<file path="src/rtl/pep_mmacc_common_param_pkg.sv">
// mmacc shared constants and GRAM arbiter types.
// Class indices fix the row order of the garb avail vector.
package pep_mmacc_common_param_pkg;

  localparam int SRC_NB       = 6;
  localparam int GARB_GRAM_NB = 4;
  localparam int GARB_LEN_W   = 6;

  localparam int GARB_SRC_LDG      = 0;
  localparam int GARB_SRC_SXT      = 1;
  localparam int GARB_SRC_ACC_WR   = 2;
  localparam int GARB_SRC_ACC_RD   = 3;
  localparam int GARB_SRC_FEED_DAT = 4;
  localparam int GARB_SRC_FEED_ROT = 5;

  typedef struct packed {
    logic [GARB_GRAM_NB-1:0] gram_1h;
    logic [GARB_LEN_W-1:0]   len;
  } garb_req_t;

  typedef enum logic {
    GARB_IDLE = 1'b0,
    GARB_BUSY = 1'b1
  } garb_bank_state_e;

  // acc_wr > acc_rd > feed_rot > feed_dat > sxt > ldg
  function automatic logic [SRC_NB-1:0] garb_pick(
    input logic [SRC_NB-1:0] pool
  );
    garb_pick = '0;
    priority case (1'b1)
      pool[GARB_SRC_ACC_WR]:
        garb_pick[GARB_SRC_ACC_WR] = 1'b1;
      pool[GARB_SRC_ACC_RD]:
        garb_pick[GARB_SRC_ACC_RD] = 1'b1;
      pool[GARB_SRC_FEED_ROT]:
        garb_pick[GARB_SRC_FEED_ROT] = 1'b1;
      pool[GARB_SRC_FEED_DAT]:
        garb_pick[GARB_SRC_FEED_DAT] = 1'b1;
      pool[GARB_SRC_SXT]:
        garb_pick[GARB_SRC_SXT] = 1'b1;
      pool[GARB_SRC_LDG]:
        garb_pick[GARB_SRC_LDG] = 1'b1;
      default:
        garb_pick = '0;
    endcase
  endfunction

endpackage

</file>
<file path="src/rtl/pep_mmacc_gram_arb_bank.sv">
// Single GRAM bank slot: owner, burst counter and priority picker.
// Re-arbitrates on the last owned cycle so bursts chain without a bubble.
module pep_mmacc_gram_arb_bank
  import pep_mmacc_common_param_pkg::*;
#(
  parameter int LEN_W = GARB_LEN_W
) (
  input  logic                         clk,
  input  logic                         s_rst_n,
  input  logic [SRC_NB-1:0]            cand,
  input  logic [SRC_NB-1:0]            prom,
  input  logic [SRC_NB-1:0][LEN_W-1:0] src_len,
  output logic [SRC_NB-1:0]            win,
  output logic [SRC_NB-1:0]            owner,
  output logic                         last,
  output logic                         ovl
);

  garb_bank_state_e  state;
  logic [LEN_W-1:0]  cnt;
  logic [LEN_W-1:0]  win_len;
  logic [SRC_NB-1:0] pool;
  logic              arb_en;

  assign last   = (state == GARB_BUSY) && (cnt == LEN_W'(1));
  assign arb_en = (state == GARB_IDLE) || last;

  assign pool = |(cand & prom) ? (cand & prom) : cand;
  assign win  = arb_en ? garb_pick(pool) : '0;

  always_comb begin
    win_len = '0;
    for (int c = 0; c < SRC_NB; c++) begin
      if (win[c]) win_len = win_len | src_len[c];
    end
  end

  assign ovl = |(owner & (owner - 1'b1));

  always_ff @(posedge clk or negedge s_rst_n) begin
    if (!s_rst_n) begin
      state <= GARB_IDLE;
      cnt   <= '0;
      owner <= '0;
    end else if (arb_en) begin
      if (|win) begin
        state <= GARB_BUSY;
        cnt   <= win_len;
        owner <= win;
      end else begin
        state <= GARB_IDLE;
        cnt   <= '0;
        owner <= '0;
      end
    end else begin
      cnt <= cnt - 1'b1;
    end
  end

endmodule

</file>
<file path="src/rtl/pep_mmacc_gram_arb.sv">
// GRAM bank time-slot arbiter for the six mmacc access classes.
// Starvation promotion: PEP_MMACC_GARB_STARVE_GUARD_EN.
module pep_mmacc_gram_arb
  import pep_mmacc_common_param_pkg::*;
#(
  parameter int GRAM_NB   = GARB_GRAM_NB,
  parameter int LEN_W     = GARB_LEN_W,
  parameter int STARVE_TH = 32
) (
  input  logic                      clk,
  input  logic                      s_rst_n,
  input  logic [SRC_NB-1:0]         src_req_vld,
  output logic [SRC_NB-1:0]         src_req_rdy,
  input  logic [SRC_NB*GRAM_NB-1:0] src_req_gram_1h,
  input  logic [SRC_NB*LEN_W-1:0]   src_req_len,
  output logic [SRC_NB*GRAM_NB-1:0] garb_avail_1h,
  output logic [GRAM_NB-1:0]        gram_busy,
  output logic [1:0]                error
);

  logic [SRC_NB-1:0][GRAM_NB-1:0] req_1h;
  logic [SRC_NB-1:0][GRAM_NB-1:0] avail;
  logic [SRC_NB-1:0][LEN_W-1:0]   req_len;
  logic [GRAM_NB-1:0][SRC_NB-1:0] cand;
  logic [GRAM_NB-1:0][SRC_NB-1:0] win;
  logic [GRAM_NB-1:0][SRC_NB-1:0] owner;
  logic [GRAM_NB-1:0]             last;
  logic [GRAM_NB-1:0]             ovl;
  logic [SRC_NB-1:0]              legal;
  logic [SRC_NB-1:0]              hold;
  logic [SRC_NB-1:0]              won;
  logic [SRC_NB-1:0]              prom;
  logic [SRC_NB-1:0]              acc;

  assign req_1h  = src_req_gram_1h;
  assign req_len = src_req_len;

  always_comb begin
    legal = '0;
    for (int c = 0; c < SRC_NB; c++) begin
      legal[c] = (req_1h[c] != '0)
              && ((req_1h[c] & (req_1h[c] - 1'b1)) == '0)
              && (req_len[c] != '0);
    end
  end

  // A class is held off while a burst of its own runs past this cycle.
  always_comb begin
    hold      = '0;
    avail     = '0;
    gram_busy = '0;
    for (int b = 0; b < GRAM_NB; b++) begin
      gram_busy[b] = |owner[b];
      for (int c = 0; c < SRC_NB; c++) begin
        hold[c]     = hold[c] | (owner[b][c] & ~last[b]);
        avail[c][b] = owner[b][c];
      end
    end
  end

  always_comb begin
    cand = '0;
    for (int b = 0; b < GRAM_NB; b++) begin
      for (int c = 0; c < SRC_NB; c++) begin
        cand[b][c] = src_req_vld[c] & legal[c]
                   & ~hold[c] & req_1h[c][b];
      end
    end
  end

  for (genvar b = 0; b < GRAM_NB; b++) begin : g_bank
    pep_mmacc_gram_arb_bank #(
      .LEN_W (LEN_W)
    ) u_bank (
      .clk     (clk),
      .s_rst_n (s_rst_n),
      .cand    (cand[b]),
      .prom    (prom),
      .src_len (req_len),
      .win     (win[b]),
      .owner   (owner[b]),
      .last    (last[b]),
      .ovl     (ovl[b])
    );
  end

  always_comb begin
    won = '0;
    for (int b = 0; b < GRAM_NB; b++) won = won | win[b];
  end

  // Illegal requests are swallowed on the spot; legal ones wait for a win.
  assign src_req_rdy = {SRC_NB{s_rst_n}} & src_req_vld
                     & ~hold & (~legal | won);
  assign acc           = src_req_vld & src_req_rdy;
  assign garb_avail_1h = avail;

  always_ff @(posedge clk or negedge s_rst_n) begin
    if (!s_rst_n) begin
      error <= '0;
    end else begin
      if (|(acc & ~legal)) error[0] <= 1'b1;
      if (|ovl)            error[1] <= 1'b1;
    end
  end

`ifdef PEP_MMACC_GARB_STARVE_GUARD_EN
  localparam int WAIT_W = $clog2(STARVE_TH) + 1;
  localparam logic [WAIT_W-1:0] WAIT_MAX = WAIT_W'(STARVE_TH);

  logic [SRC_NB-1:0][WAIT_W-1:0] wait_cnt;

  always_ff @(posedge clk or negedge s_rst_n) begin
    if (!s_rst_n) begin
      wait_cnt <= '0;
    end else begin
      for (int c = 0; c < SRC_NB; c++) begin
        if (acc[c])
          wait_cnt[c] <= '0;
        else if (src_req_vld[c] && wait_cnt[c] != WAIT_MAX)
          wait_cnt[c] <= wait_cnt[c] + 1'b1;
      end
    end
  end

  always_comb begin
    prom = '0;
    for (int c = 0; c < SRC_NB; c++) begin
      prom[c] = (wait_cnt[c] >= WAIT_MAX);
    end
  end
`else
  logic starve_th_unused;
  assign starve_th_unused = STARVE_TH[0];
  assign prom             = '0;
`endif

endmodule

</file>
<file path="config.mk">
export PLATFORM = sky130hd
export DESIGN_NAME = pep_mmacc_gram_arb
export DESIGN_NICKNAME = d
export VERILOG_FILES = /design/src/rtl/pep_mmacc_common_param_pkg.sv /design/src/rtl/pep_mmacc_gram_arb_bank.sv /design/src/rtl/pep_mmacc_gram_arb.sv
export SDC_FILE = /design/constraint.sdc
export NUM_CORES = 1
export LEC_CHECK = 0
export BUFFER_PORTS_ARGS = -buffer_cell sky130_fd_sc_hd__buf_4
export CELL_PAD_IN_SITES_DETAIL_PLACEMENT = 0
export CELL_PAD_IN_SITES_GLOBAL_PLACEMENT = 1
export CORE_UTILIZATION = 42
export CTS_CLUSTER_DIAMETER = 30
export DETAILED_ROUTE_END_ITERATION = 6
export PLACE_DENSITY = 0.95
export SLEW_MARGIN = 10
export SYNTH_ARGS = -nofsm -noshare
export SYNTH_HDL_FRONTEND = slang
export SYNTH_SLANG_ARGS = --single-unit
</file>
<file path="constraint.sdc">
create_clock -name clk -period 4.8 [get_ports clk]
set_input_delay 0.24 -clock clk [delete_from_list [all_inputs] [get_ports clk]]
set_output_delay 0.24 -clock clk [all_outputs]
set_load 0.01 [all_outputs]
</file>
Word level (Yosys, flattened, before mapping)
Index checks and enable logic that the tools add are counted.

operators by class
  add/subtract/negate cells = 14
  multiply operators = 0
  divide/modulo/power cells = 0
  $lt $le $gt $ge = 0
  equal/unequal tests = 4
  shift operators = 0
  muxes and demuxes = 128
  bitwise operators = 133
  reduce and logical (&&, ||, !) cells = 48

operators with widths
  operator               count
  $mux W6                40
  $or A6 B6 Y6           24
  $mux W1                88
  $and A1 B1 Y1          60
  $and A6 B6 Y6          9
  $reduce_or A6 Y1       9
  $sub A6 B1 Y6 const B  8
  $reduce_bool A6 Y1     6
  $and A4 B4 Y4          6
  $eq A6 B1 Y1 const B   4
  $logic_not A4 Y1       6
  $reduce_bool A4 Y1     6
  $reduce_or A24 Y1      1
  $sub A4 B1 Y4 const B  6
  $or A1 B1 Y1           18
  $logic_and A1 B1 Y1    16
  $not A1 Y1             14
  $not A6 Y6             2
  $logic_or A1 B1 Y1     4

word-level totals
  register bits after elaboration = 54
  bits in latches = 0
  bits in writable memories = 0
  bits in read-only memories = 0
  memories kept = 0

Depth between registers and ports, before layout
  word-level depth = 30
  gate-level depth with buffers = 12
  mapped depth without buffers = 10

Cells and area by module
From an unflattened synthesis, not the netlist that was laid out.

unflattened totals
  cell total of the unflattened synthesis = 670
  area total of the unflattened synthesis = 5725.5 um^2

modules (own cells, without submodules)
  module                                           instances  cells an instance  area an instance (um^2)  sequential area each (um^2)
  pep_mmacc_gram_arb_bank at g_bank[1].u_bank ...  3          130                1189.9                   325.3
  pep_mmacc_gram_arb_bank at g_bank[0].u_bank      1          137                1237.4                   325.3
  pep_mmacc_gram_arb                               1          143                918.4                    50.0

Worst setup path before layout
OpenSTA, ideal clock, no wires.

  path kind = register -> output
  start point = register g_bank[2].u_bank.cnt[2]
  end point = output port src_req_rdy[1]
  data arrival time = 2725 ps
  required time = 4560 ps
  slack = 1835 ps
  cell stages (with the launch flop) = 9
  buffers on the path = 0
  cells stage by stage = dfrtp_1 or3_4 or2_2 a222oi_1 and4_1 nand2_1 nor3b_1 inv_1 a31oi_1

on the way
  longest elaborated chain between the ends = 20
  elaborated cells between the ends (all ways) = 80

RTL lines
  element                      RTL line                          RTL
  from (decl)                  pep_mmacc_gram_arb_bank.sv:20     logic [LEN_W-1:0] cnt;
  from (signal assigned)       pep_mmacc_gram_arb_bank.sv:48     cnt <= win_len;
  from (signal assigned)       pep_mmacc_gram_arb_bank.sv:56     cnt <= cnt - 1'b1;
  $eq A6 B1 Y1 *               pep_mmacc_gram_arb_bank.sv:25     assign last = (state == GARB_BUSY) && (cnt == LEN_W'(1));
  $logic_and A1 B1 Y1 *        pep_mmacc_gram_arb_bank.sv:25
  $not A1 Y1                   pep_mmacc_gram_arb.sv:55          hold[c] = hold[c] | (owner[b][c] & ~last[b]);
  $and A1 B1 Y1                pep_mmacc_gram_arb.sv:55
  $or A1 B1 Y1 (2 in series)   pep_mmacc_gram_arb.sv:55
  $not A1 Y1                   pep_mmacc_gram_arb.sv:66          & ~hold[c] & req_1h[c][b];
  $and A1 B1 Y1 (2 in series)  pep_mmacc_gram_arb.sv:66
  $mux W1 (5 in series)        pep_mmacc_common_param_pkg.sv:31  priority case (1'b1)
  $mux W6                      pep_mmacc_gram_arb_bank.sv:29     assign win = arb_en ? garb_pick(pool) : '0;
  $or A6 B6 Y6 (3 in series)   pep_mmacc_gram_arb.sv:89          for (int b = 0; b < GRAM_NB; b++) won = won | win[b];
  $or A6 B6 Y6                 pep_mmacc_gram_arb.sv:94          & ~hold & (~legal | won);
  $and A6 B6 Y6 *              pep_mmacc_gram_arb.sv:94
  to (decl)                    pep_mmacc_gram_arb.sv:13          output logic [SRC_NB-1:0] src_req_rdy,

Every way passes the cells marked *; elsewhere a longest branch is shown, timed or not.

Final worst setup path
  start point = register g_bank[3].u_bank.cnt[1]
  end point = output port src_req_rdy[4]

on the way
  longest elaborated chain between the ends = 18
  elaborated cells between the ends (all ways) = 63

RTL lines
  element                      RTL line
  from (decl)                  pep_mmacc_gram_arb_bank.sv:20
  from (signal assigned)       pep_mmacc_gram_arb_bank.sv:48
  from (signal assigned)       pep_mmacc_gram_arb_bank.sv:56
  $eq A6 B1 Y1 *               pep_mmacc_gram_arb_bank.sv:25
  $logic_and A1 B1 Y1 *        pep_mmacc_gram_arb_bank.sv:25
  $not A1 Y1                   pep_mmacc_gram_arb.sv:55
  $and A1 B1 Y1                pep_mmacc_gram_arb.sv:55
  $or A1 B1 Y1                 pep_mmacc_gram_arb.sv:55
  $not A1 Y1                   pep_mmacc_gram_arb.sv:66
  $and A1 B1 Y1 (2 in series)  pep_mmacc_gram_arb.sv:66
  $mux W1 (4 in series)        pep_mmacc_common_param_pkg.sv:31
  $mux W6                      pep_mmacc_gram_arb_bank.sv:29
  $or A6 B6 Y6 (3 in series)   pep_mmacc_gram_arb.sv:89
  $or A6 B6 Y6                 pep_mmacc_gram_arb.sv:94
  $and A6 B6 Y6 *              pep_mmacc_gram_arb.sv:94

Marks and branches as above.

==> results_dict.tcl <==
set metrics [dict create \
    finalHoldViolations 0 \
    synth_edf_count 0 \
    vias 4995 \
    syn2layout_area_growth_pct 24.17 \
    grt_first_pass_wirelength_mm 27.46 \
    cts_tree "done" \
    ys_seq_elements 54 \
    ys_seq_area_share_pct 31.15 \
    cts.sinks 54 \
    skew_ns 0.01089 \
    clockBufferDepth 2 \
    synth_cells 512 \
    startpoint "g_bank[3].u_bank.cnt[1]" \
    crit_end "src_req_rdy[4]" \
    total_power_uw 1944 \
    max-vdd-ir-drop_mv 0.1842 \
    yosys_warnings 0 \
    dr.pass1.iters 6 \
    status "finished, final reports clean" \
    ctsHtreeMaxLevel 2 \
    syn-cell-area_um2 4338 \
    yosys.area.top_type "dfrtp_1" \
    yosysTopAreaCellShare_pct 31.15 \
    finalNetCount 693 \
    gp_congestion 0.9932 \
    post-cts-setup-buffers 0 \
    cts_hold_buf 1 \
    antenna_found_initial 1 \
    syn-num-nets 588 \
    worst_ep_arrival_time_ns 4.07 \
    initial_core_util_pct 43.78 \
    r2r_cells 10 \
    crit_path_max_fanout 9 \
    p_per_area_nw_per_um2 360.9 \
    critPathCaptureType "output pin" \
    rsz0062_at_grt "false" \
    insertion_delay_ns 0.33 \
    period_share_pct 89.78 \
    vias_per_cell 6.651 \
    drt-initial-drc-count 567 \
    fp.dieW_um 103.6 \
    startpoint_type "flip-flop" \
    place_ws_ns 1.061 \
    ys_async_sr_fraction_pct 100.0 \
    layout_setup_ws_ns 0.4905 \
    root_buffer "clkbuf_8" \
    ys_top_cells_by_area "dfrtp_1 31%, a221o_1 6.0%, nand2_1 5.9%" \
    fmax_mhz 232.0 \
    routed_wl_mm 18.23 \
    drive_gt1_share_pct 22.17 \
    grt_max_degree 63 \
    grt_pass1_vias 4692 \
    setup_viol 0 \
    min-delay-path-class "in2reg" \
    synth_ff_type "dfrtp_1" \
    antenna_cells 0 \
    fp.coreArea_um2 9910 \
    worstPathRequired_ns 4.56 \
    cts_resized 0 \
    grt.overflow.total 0 \
    die_y_um 103.6 \
    cts_buffers 5 \
    worst_slew_pin_slew_ns 1.054 \
    critPathKind "reg2out" \
    num_io_pins 104 \
    syn_area_per_cell_um2 8.472 \
    r2r-start "g_bank[3].u_bank.cnt[1]" \
    clkTransAtPathRegs_ns 0.10 \
    port_buffers 103 \
    ys_types 66 \
    final_antenna_net_count 0 \
    dpl.hpwl_mm 14.08 \
    rows 36 \
    slew_headroom_pct 28.71 \
    power_leakage_uw 0.002541 \
    timing.rr.end "g_bank[3].u_bank.cnt[3]" \
    ff2ff_setup_slack_ns 1.02 \
    dieArea_um2 10740 \
    finalCriticalPeriod_ns 4.309 \
    max_cap_violations 0 \
    drc 0 \
    slew_viol_final 0 \
    wl_per_cell_um 24.27 \
    fin_tns_setup_ns 0 \
    grt_util_all_layers_pct 33.90 \
]
[report_power, final]
part	internal [uW]	leakage [uW]	switching, uW
logic	460	0.00183	548
registers	541	0.000663	118
clock network	106	0.0000483	172
total	1110	0.00254	838
[Yosys cell counts (all sizes together), types with 3 or more instances]
master and n:
nor2 40, xor2 10, ha 8, and3 4, a211oi 7, nand2 68, a22oi 19, nand4b 4
dfrtp 54, nor4 9, nor4b 10, nor3b 5, a221o 27, clkbuf 12, o21ai 22, xnor2 11
nor2b 3, a221oi 19, a21o 25, nand4 5, o21a 4, or2 4, or4 3, nand3 13
a31oi 8, nand2b 7, o211ai 4, o22ai 5, a21oi 9, or3 8, a22o 3, and4 8
and2 6, inv 22, nor3 19
[routing by layer]
layer / wire, um / GRT usage, % / share of wire [%]
met1: 7311 / 45.87 / 40
met2: 8405 / 53.74 / 46
met3: 1956 / 7.678 / 11
met4: 537 / 10.35 / 2.9
met5: 13 / 0 / 0.071
[flip-flops by register name (all words and copies together) (netlist names)]
name,cells
g_bank.u_bank.owner,24
g_bank.u_bank.state,4
error,2
g_bank.u_bank.cnt,24
[cells in the final DEF (no fill, tap or decap), types with 3 or more instances in the layout]
master,n
buf_4,111
nand2_1,68
dfrtp_1,54
nor2_1,40
a221o_1,26
a21o_1,25
inv_1,22
o21ai_0,20
a22oi_1,19
a221oi_1,18
nor3_1,16
nand3_1,13
xnor2_1,11
xor2_1,10
nor4b_1,10
a21oi_1,9
nor4_1,8
a31oi_1,8
and4_1,8
ha_1,8
a211oi_1,7
nand2b_1,7
or3_1,7
and2_1,6
nand4_1,5
o22ai_1,5
clkbuf_8,5
nand4b_1,4
o21a_1,4
o211ai_1,4
or2_2,3
nor3b_1,3
a22o_1,3
nor2b_1,3
and3_1,3
or4_1,3
clkinv_4,3
[logic make-up (layout without fill, tap and decap cells)]
kind of cell / after synthesis / after routing / share of synthesized area [%]
multiplexers: 2 / 2 / 0.4615
flip-flops: 54 / 54 / 31.15
AO/OA/AOI/OAI: 164 / 164 / 29.31
adder cells (fa/ha/maj): 9 / 9 / 2.538
XOR/XNOR: 21 / 21 / 4.240
AND/OR/NAND/NOR: 226 / 226 / 28.96
buffers and inverters: 36 / 142 / 3.346
[final cells by class]
type / instances / area (um^2)
fillers: 962 / 4523
multi-input cells: 422 / 2848
flip-flops and latches: 54 / 1351
repair buffers: 112 / 843.3
well taps: 133 / 166.4
inverters: 22 / 82.58
clock buffers: 5 / 68.82
clock inverters: 3 / 26.28
[metrics by stage]
stage	hold WS (ns)	cell area [um^2]	utilization [%]	std cells
2_1_floorplan	-0.05559	4338	-	512
3_3_place_gp	0.3475	5275	53.23	742
3_5_place_dp	0.3557	5281	53.30	742
4_1_cts	0.1841	5386	54.36	751
5_1_grt	0.1987	5386	54.36	751
6_report	0.1954	5386	54.36	751
[worst min-delay path by stage]
stage	startpoint	end	slack, ns	cells after the start
final	src_req_len[4]	g_bank[0].u_bank.cnt[4]	0.20	2
after global routing	src_req_len[4]	g_bank[0].u_bank.cnt[4]	0.20	2
after CTS	src_req_len[3]	g_bank[0].u_bank.cnt[3]	0.18	2
after detailed placement	s_rst_n	g_bank[1].u_bank.owner[1]	0.36	1
after global placement	s_rst_n	g_bank[0].u_bank.owner[0]	0.35	1
after floorplan	s_rst_n	error[0]	-0.06	0
[critical path: stages, from the launching register on]
cell and delay [ns]:
dfrtp_1 0.39, inv_1 0.08, ha_1 0.15, or3b_2 0.46, o21ai_0 0.43, nand4b_1 0.51
o31ai_1 0.61, a221o_1 0.33, nor2_1 0.25, nor3_1 0.25, a31oi_1 0.11, buf_4 0.16
(Power assumes the default switching activity.)
